### src/rtl/grant_responder.sv
// grant_responder: round-robin single-owner grant FSM with registered outputs.
// Optional revoke/forced-withdraw path is built when GRANT_RESPONDER_REVOKE_EN is defined.
module grant_responder #(
    parameter int N_REQ        = 4,
    parameter int HOLD_CYCLES  = 16,
    parameter int FORCE_CYCLES = 8
) (
    input  logic                     i_ck,
    input  logic                     i_srst,
    input  logic [N_REQ-1:0]         i_req,
    input  logic [N_REQ-1:0]         i_release,
    output logic [N_REQ-1:0]         o_grant,
    output logic [N_REQ-1:0]         o_revoke,
    output logic [$clog2(N_REQ)-1:0] o_owner,
    output logic                     o_busy
);
    localparam int IW = $clog2(N_REQ);

`ifdef GRANT_RESPONDER_REVOKE_EN
    localparam int HW = $clog2(HOLD_CYCLES + 1);
    localparam int FW = $clog2(FORCE_CYCLES + 1);
    typedef enum logic [1:0] {IDLE, GRANT, REVOKE} state_t;
`else
    typedef enum logic [1:0] {IDLE, GRANT} state_t;
`endif

    state_t           state_q;
    logic [N_REQ-1:0] grant_q;
    logic [IW-1:0]    owner_q;
    logic             busy_q;
    logic [IW-1:0]    ptr_q;

    logic [IW-1:0]    winIdx;
    logic             winValid;
    logic [IW:0]      cand;
    logic [IW-1:0]    ptr_d;
    logic             ownerDone;

`ifdef GRANT_RESPONDER_REVOKE_EN
    logic [N_REQ-1:0] revoke_q;
    logic [HW-1:0]    holdCnt_q;
    logic [HW-1:0]    holdCnt_d;
    logic [FW-1:0]    forceCnt_q;
    logic             othersReq;

    assign holdCnt_d = holdCnt_q + HW'(1);
    assign othersReq = |(i_req & ~grant_q);
    assign o_revoke  = revoke_q;
`else
    assign o_revoke  = '0;
`endif

    // Scan from ptr_q upward with wrap; descending loop so the nearest candidate wins.
    always_comb begin
        winIdx   = '0;
        winValid = 1'b0;
        cand     = '0;
        for (int k = N_REQ - 1; k >= 0; k--) begin
            cand = {1'b0, ptr_q} + (IW+1)'(k);
            if (cand >= (IW+1)'(N_REQ)) begin
                cand = cand - (IW+1)'(N_REQ);
            end
            if (i_req[cand[IW-1:0]]) begin
                winIdx   = cand[IW-1:0];
                winValid = 1'b1;
            end
        end
    end

    assign ptr_d     = (winIdx == IW'(N_REQ - 1)) ? '0 : winIdx + IW'(1);
    assign ownerDone = i_release[owner_q] | ~i_req[owner_q];

    always_ff @(posedge i_ck) begin
        if (i_srst) begin
            state_q <= IDLE;
            grant_q <= '0;
            owner_q <= '0;
            busy_q  <= 1'b0;
            ptr_q   <= '0;
`ifdef GRANT_RESPONDER_REVOKE_EN
            revoke_q   <= '0;
            holdCnt_q  <= '0;
            forceCnt_q <= '0;
`endif
        end else begin
            case (state_q)
                IDLE: begin
                    if (winValid) begin
                        state_q <= GRANT;
                        grant_q <= {{(N_REQ-1){1'b0}}, 1'b1} << winIdx;
                        owner_q <= winIdx;
                        busy_q  <= 1'b1;
                        ptr_q   <= ptr_d;
`ifdef GRANT_RESPONDER_REVOKE_EN
                        holdCnt_q <= '0;
`endif
                    end
                end
                GRANT: begin
                    if (ownerDone) begin
                        state_q <= IDLE;
                        grant_q <= '0;
                        busy_q  <= 1'b0;
                    end
`ifdef GRANT_RESPONDER_REVOKE_EN
                    else if (holdCnt_q == HW'(HOLD_CYCLES) && othersReq) begin
                        // The entry cycle counts as the first revoke cycle.
                        state_q    <= REVOKE;
                        revoke_q   <= grant_q;
                        forceCnt_q <= FW'(1);
                    end else if (holdCnt_q != HW'(HOLD_CYCLES)) begin
                        holdCnt_q <= holdCnt_d;
                    end
`endif
                end
`ifdef GRANT_RESPONDER_REVOKE_EN
                REVOKE: begin
                    if (ownerDone || forceCnt_q == FW'(FORCE_CYCLES)) begin
                        state_q  <= IDLE;
                        grant_q  <= '0;
                        revoke_q <= '0;
                        busy_q   <= 1'b0;
                    end else begin
                        forceCnt_q <= forceCnt_q + FW'(1);
                    end
                end
`endif
                default: state_q <= IDLE;
            endcase
        end
    end

    assign o_grant = grant_q;
    assign o_owner = owner_q;
    assign o_busy  = busy_q;
endmodule

### config.mk
export PLATFORM = sky130hd
export DESIGN_NAME = grant_responder
export DESIGN_NICKNAME = d
export VERILOG_FILES = /design/src/rtl/grant_responder.sv
export SDC_FILE = /design/constraint.sdc
export NUM_CORES = 1
export LEC_CHECK = 0
export CAP_MARGIN = 0
export CELL_PAD_IN_SITES_DETAIL_PLACEMENT = 0
export CELL_PAD_IN_SITES_GLOBAL_PLACEMENT = 1
export CORE_MARGIN = 2
export CORE_UTILIZATION = 28
export CTS_CLUSTER_SIZE = 28
export DETAILED_ROUTE_END_ITERATION = 8
export GPL_TIMING_DRIVEN = 1
export PLACE_DENSITY_LB_ADDON = 0.1
export SLEW_MARGIN = 20
export SYNTH_ARGS = -nofsm -noshare
export SYNTH_HDL_FRONTEND = slang
export SYNTH_SLANG_ARGS = --single-unit
### constraint.sdc
create_clock -name i_ck -period 1.5 [get_ports i_ck]
set_input_delay 0.225 -clock i_ck [delete_from_list [all_inputs] [get_ports i_ck]]
set_output_delay 0.225 -clock i_ck [all_outputs]
set_load 0.03 [all_outputs]
==> reports/summary.md <==
- hold depth: 1
- Core Area: 1940 µm²
- routed wire length: 1.66 mm
- post-detailed-route count of antenna-violating nets: 0
- clock tree from TritonCTS: done
- standard-cell rows: 16
- Crit Reg-Reg Startpoint: ptr_q[1]$_SDFFE_PP0P_
- per-cell via count in the routed design: 4.82
- Final Wtd Congestion: 0.723
- die boundary width: 49.2 µm
- post-layout min period: 1.56 ns
- sequential area share after synthesis: 31.5%
- root cell of the clock tree: sky130_fd_sc_hd__clkbuf_4
- Highest Clock Rate: 640 MHz
- cell count after placement: 118
- Sum Neg Setup Slack: -0.117 ns
- Initial Util: 29.4%
- endpoint of the most critical register-to-register path: o_grant[0]$_SDFFE_PP0P_
- number of pins with negative max-slew slack in the final report: 0
- Worst slew margin: 52.7%
- clock edge transition at the registers on the reported setup and hold paths: 0.07 ns
- FF+latch count, synth: 9
- actual slew at the worst max-slew pin: 0.704 ns
- CTS buffer count: 3
- outcome: finished, violations left
- Critical Path Start: ptr_q[1]$_SDFFE_PP0P_
- DP Wirelength: 1.12 mm
- number of warning messages in the yosys log: 0
- wire length of the first global-routing pass: 2.78 mm
- die height: 49.2 µm
- cells along the critical path: a21o_1, a21oi_2, o22ai_4, buf_4, ha_4, a221o_1
- post-synthesis instance area: 572 µm²
- count of final hold-check violations: 0
- average wire per standard cell: 12.9 µm
- total overflow reported by the global router: 0
- GRT Total Usage: 14.9%
- layout cells sized above 1: 40.6%
- R2R Setup Slk: -0.06 ns
- total DRC errors in the routed layout: 0
- antenna fix cells: 0
- Layout Cells excl Fill: 128
- maximum number of pins on one net before global-route repair: 10
- post-synthesis cell count: 62
- Clk Latency, worst-skew pair: 0.26 ns
- maximum number of buffers from clock root to sink: 2
- final hold slack: 0.481 ns
- leakage power: 0.453 nW
- Worst Reg2Reg Path Length in Cells: 6
- net count reported at finish: 116
- Final period util: 104%
- Top Ports: 21
- number of H-tree branching levels: 1
- Num Clock Sinks: 9
- data required time of the worst path: 1.65 ns
- final critical-path setup slack: -0.0621 ns
- filler cell count: 202
- kind of end point of the critical path: flop
- P per Cell Area: 936 nW/µm²
- post-synthesis average cell area: 9.22 µm²
- area of placed instances: 860 µm²
- RSZ-0062 raised after global routing: yes
- Max stage delay cell, worst path: sky130_fd_sc_hd__dfxtp_4
- Slowest Stage Delay on Critical Path: 0.36 ns
- DR iter-0 viols: 19
- termination of the worst setup path: o_grant[0]$_SDFFE_PP0P_
- sort of element at the start of the critical path: flop
- class of the tightest hold or removal check: flop to flop
- Data arrival, critical path: 1.72 ns
- PnR Total Power: 916 µW
- violations in the final reports: setup timing
- final count of negative-setup-slack endpoints: 3
- number of max-cap violations: 0
- unique cell type count in the Yosys netlist: 27
- peak supply drop: 0.579 mV
- via count of the first global-routing pass: 623
- post-route cell area: 978 µm²
- type of the setup path with the least slack: flop to flop
- post-route clock skew: 0.00512 ns
- Vias: 617
- worst-path fanout max: 5
- initial antenna violation count: 0
- Die Footprint: 2420 µm²
- Port Buffers: 16
- Area growth syn-to-layout: 71.1%
- detailed-router iteration count before antenna repair: 4
==> worst min-delay path by stage <==
stage                               to  slack, ns                     from
2_1_floorplan    ptr_q[0]$_SDFFE_PP0P_       0.29                   i_srst
3_3_place_gp   o_grant[2]$_SDFFE_PP0P_       0.47  o_grant[2]$_SDFFE_PP0P_
3_5_place_dp   o_grant[2]$_SDFFE_PP0P_       0.47  o_grant[2]$_SDFFE_PP0P_
4_1_cts        o_grant[2]$_SDFFE_PP0P_       0.48  o_grant[2]$_SDFFE_PP0P_
5_1_grt        o_grant[2]$_SDFFE_PP0P_       0.53  o_grant[2]$_SDFFE_PP0P_
6_report       o_grant[2]$_SDFFE_PP0P_       0.48  o_grant[2]$_SDFFE_PP0P_
==> layout by cell type, fill, tap and decap left out, drive strengths merged <==
cell type      Yosys  layout
buf                4      20
dlygate4sd2        0      11
dfxtp              9       9
clkdlybuf4s50      0       5
nor2               5       5
inv                5       5
and3               4       4
conb               1       4
clkbuf             0       4
a21oi              4       4
ha                 4       4
a221o              3       3
o21ai              3       3
nand2b             2       2
o22ai              2       2
o32ai              2       2
nor3               2       2
a21o               1       1
mux2i              1       1
a21boi             1       1
nor4               1       1
a211oi             1       1
nand3b             1       1
o311a              1       1
nor3b              1       1
a311oi             1       1
nor4b              1       1
or2                1       1
a21bo              1       1
==> logic make-up (layout without fill, tap and decap cells) <==
kind of cell | count (synthesis) | in the layout | share of synthesized area (%)
and+or+nand+nor | 18 | 18 | 23.2
muxes | 1 | 1 | 1.75
other | 1 | 4 | 0.656
buffers and inverters | 9 | 45 | 8.53
adders and majority gates | 4 | 4 | 8.75
AOI/OAI and AO/OA | 20 | 20 | 25.6
DFF | 9 | 9 | 31.5
==> metrics by stage <==
stage               setup WS (ns)  utilization (%)
floorplan                  0.0155                -
global placement           -0.517             44.3
detailed placement         -0.501             44.3
CTS                       -0.0231             47.7
global route               -0.118             50.4
finish                    -0.0621             50.4
==> critical path, delay by kind of cell (launching register included) <==
kind	cells	cell delay [ns]
buf+inv	1	0.16
compound gates	4	0.78
flops	1	0.36
fa+ha+maj	1	0.14
==> power breakdown <==
part | total [mW] | internal (mW) | switching, mW
Combinational | 0.415 | 0.204 | 0.211
Clock | 0.193 | 0.103 | 0.0904
Sequential | 0.308 | 0.274 | 0.0337
Total | 0.916 | 0.581 | 0.335
==> metal layers <==
layer	wire (µm)	share of wire (%)	global-route usage (%)	up-vias
met3	79	4.8	3.68	4
met2	831	50	24.8	21
met4	21	1.3	5.71	0
met1	723	44	18.4	288
met5	0	0	0	-
li1	-	-	-	304
==> area by class of cell <==
| type | instances | area [µm²] | area share [%] |
|---|---|---|---|
| multi-input combinational | 47 | 418 | 42.7 |
| tap | 27 | 33.8 | 3.45 |
| inverter | 5 | 18.8 | 1.92 |
| timing repair buffer | 36 | 297 | 30.3 |
| clock buffer | 4 | 26.3 | 2.69 |
| sequential | 9 | 185 | 18.9 |
==> flip-flops by register name, summed over array words and instances, names as in the netlist <==
register / flops
o_grant: 4
o_owner: 2
ptr_q: 2
o_busy: 1
==> cell usage after synthesis <==
cell                       instances  share of area (%)
sky130_fd_sc_hd__dfxtp_1           9                 32
sky130_fd_sc_hd__nor2_1            5                3.3
sky130_fd_sc_hd__a21oi_1           4                3.5
sky130_fd_sc_hd__and3_1            4                4.4
sky130_fd_sc_hd__buf_4             4                5.3
sky130_fd_sc_hd__ha_1              4                8.8
sky130_fd_sc_hd__inv_1             4                2.6
sky130_fd_sc_hd__a221o_1           3                5.3
sky130_fd_sc_hd__o21ai_0           3                2.6
sky130_fd_sc_hd__nand2b_1          2                2.2
sky130_fd_sc_hd__nor3_1            2                1.8
sky130_fd_sc_hd__o22ai_1           2                2.2
sky130_fd_sc_hd__o32ai_1           2                3.1
sky130_fd_sc_hd__a211oi_1          1                1.3
sky130_fd_sc_hd__a21bo_2           1                1.8
sky130_fd_sc_hd__a21boi_0          1                1.3
sky130_fd_sc_hd__a21o_1            1                1.3
sky130_fd_sc_hd__a311oi_1          1                1.5
sky130_fd_sc_hd__conb_1            1               0.66
sky130_fd_sc_hd__inv_2             1               0.66
sky130_fd_sc_hd__mux2i_1           1                1.8
sky130_fd_sc_hd__nand3b_1          1                1.3
sky130_fd_sc_hd__nor3b_1           1                1.3
sky130_fd_sc_hd__nor4_4            1                3.7
sky130_fd_sc_hd__nor4b_4           1                4.2
sky130_fd_sc_hd__o311a_1           1                1.8
sky130_fd_sc_hd__or2_2             1                1.1
==> timing repair <==
action                     in CTS  in global routing
pin swaps                       3                  3
hold buffers                    0                  0
buffers inserted                2                  4
resized for setup              23                  5
gates cloned                    0                  0
setup endpoints to repair      14                  5
(Power assumes the default switching activity.)
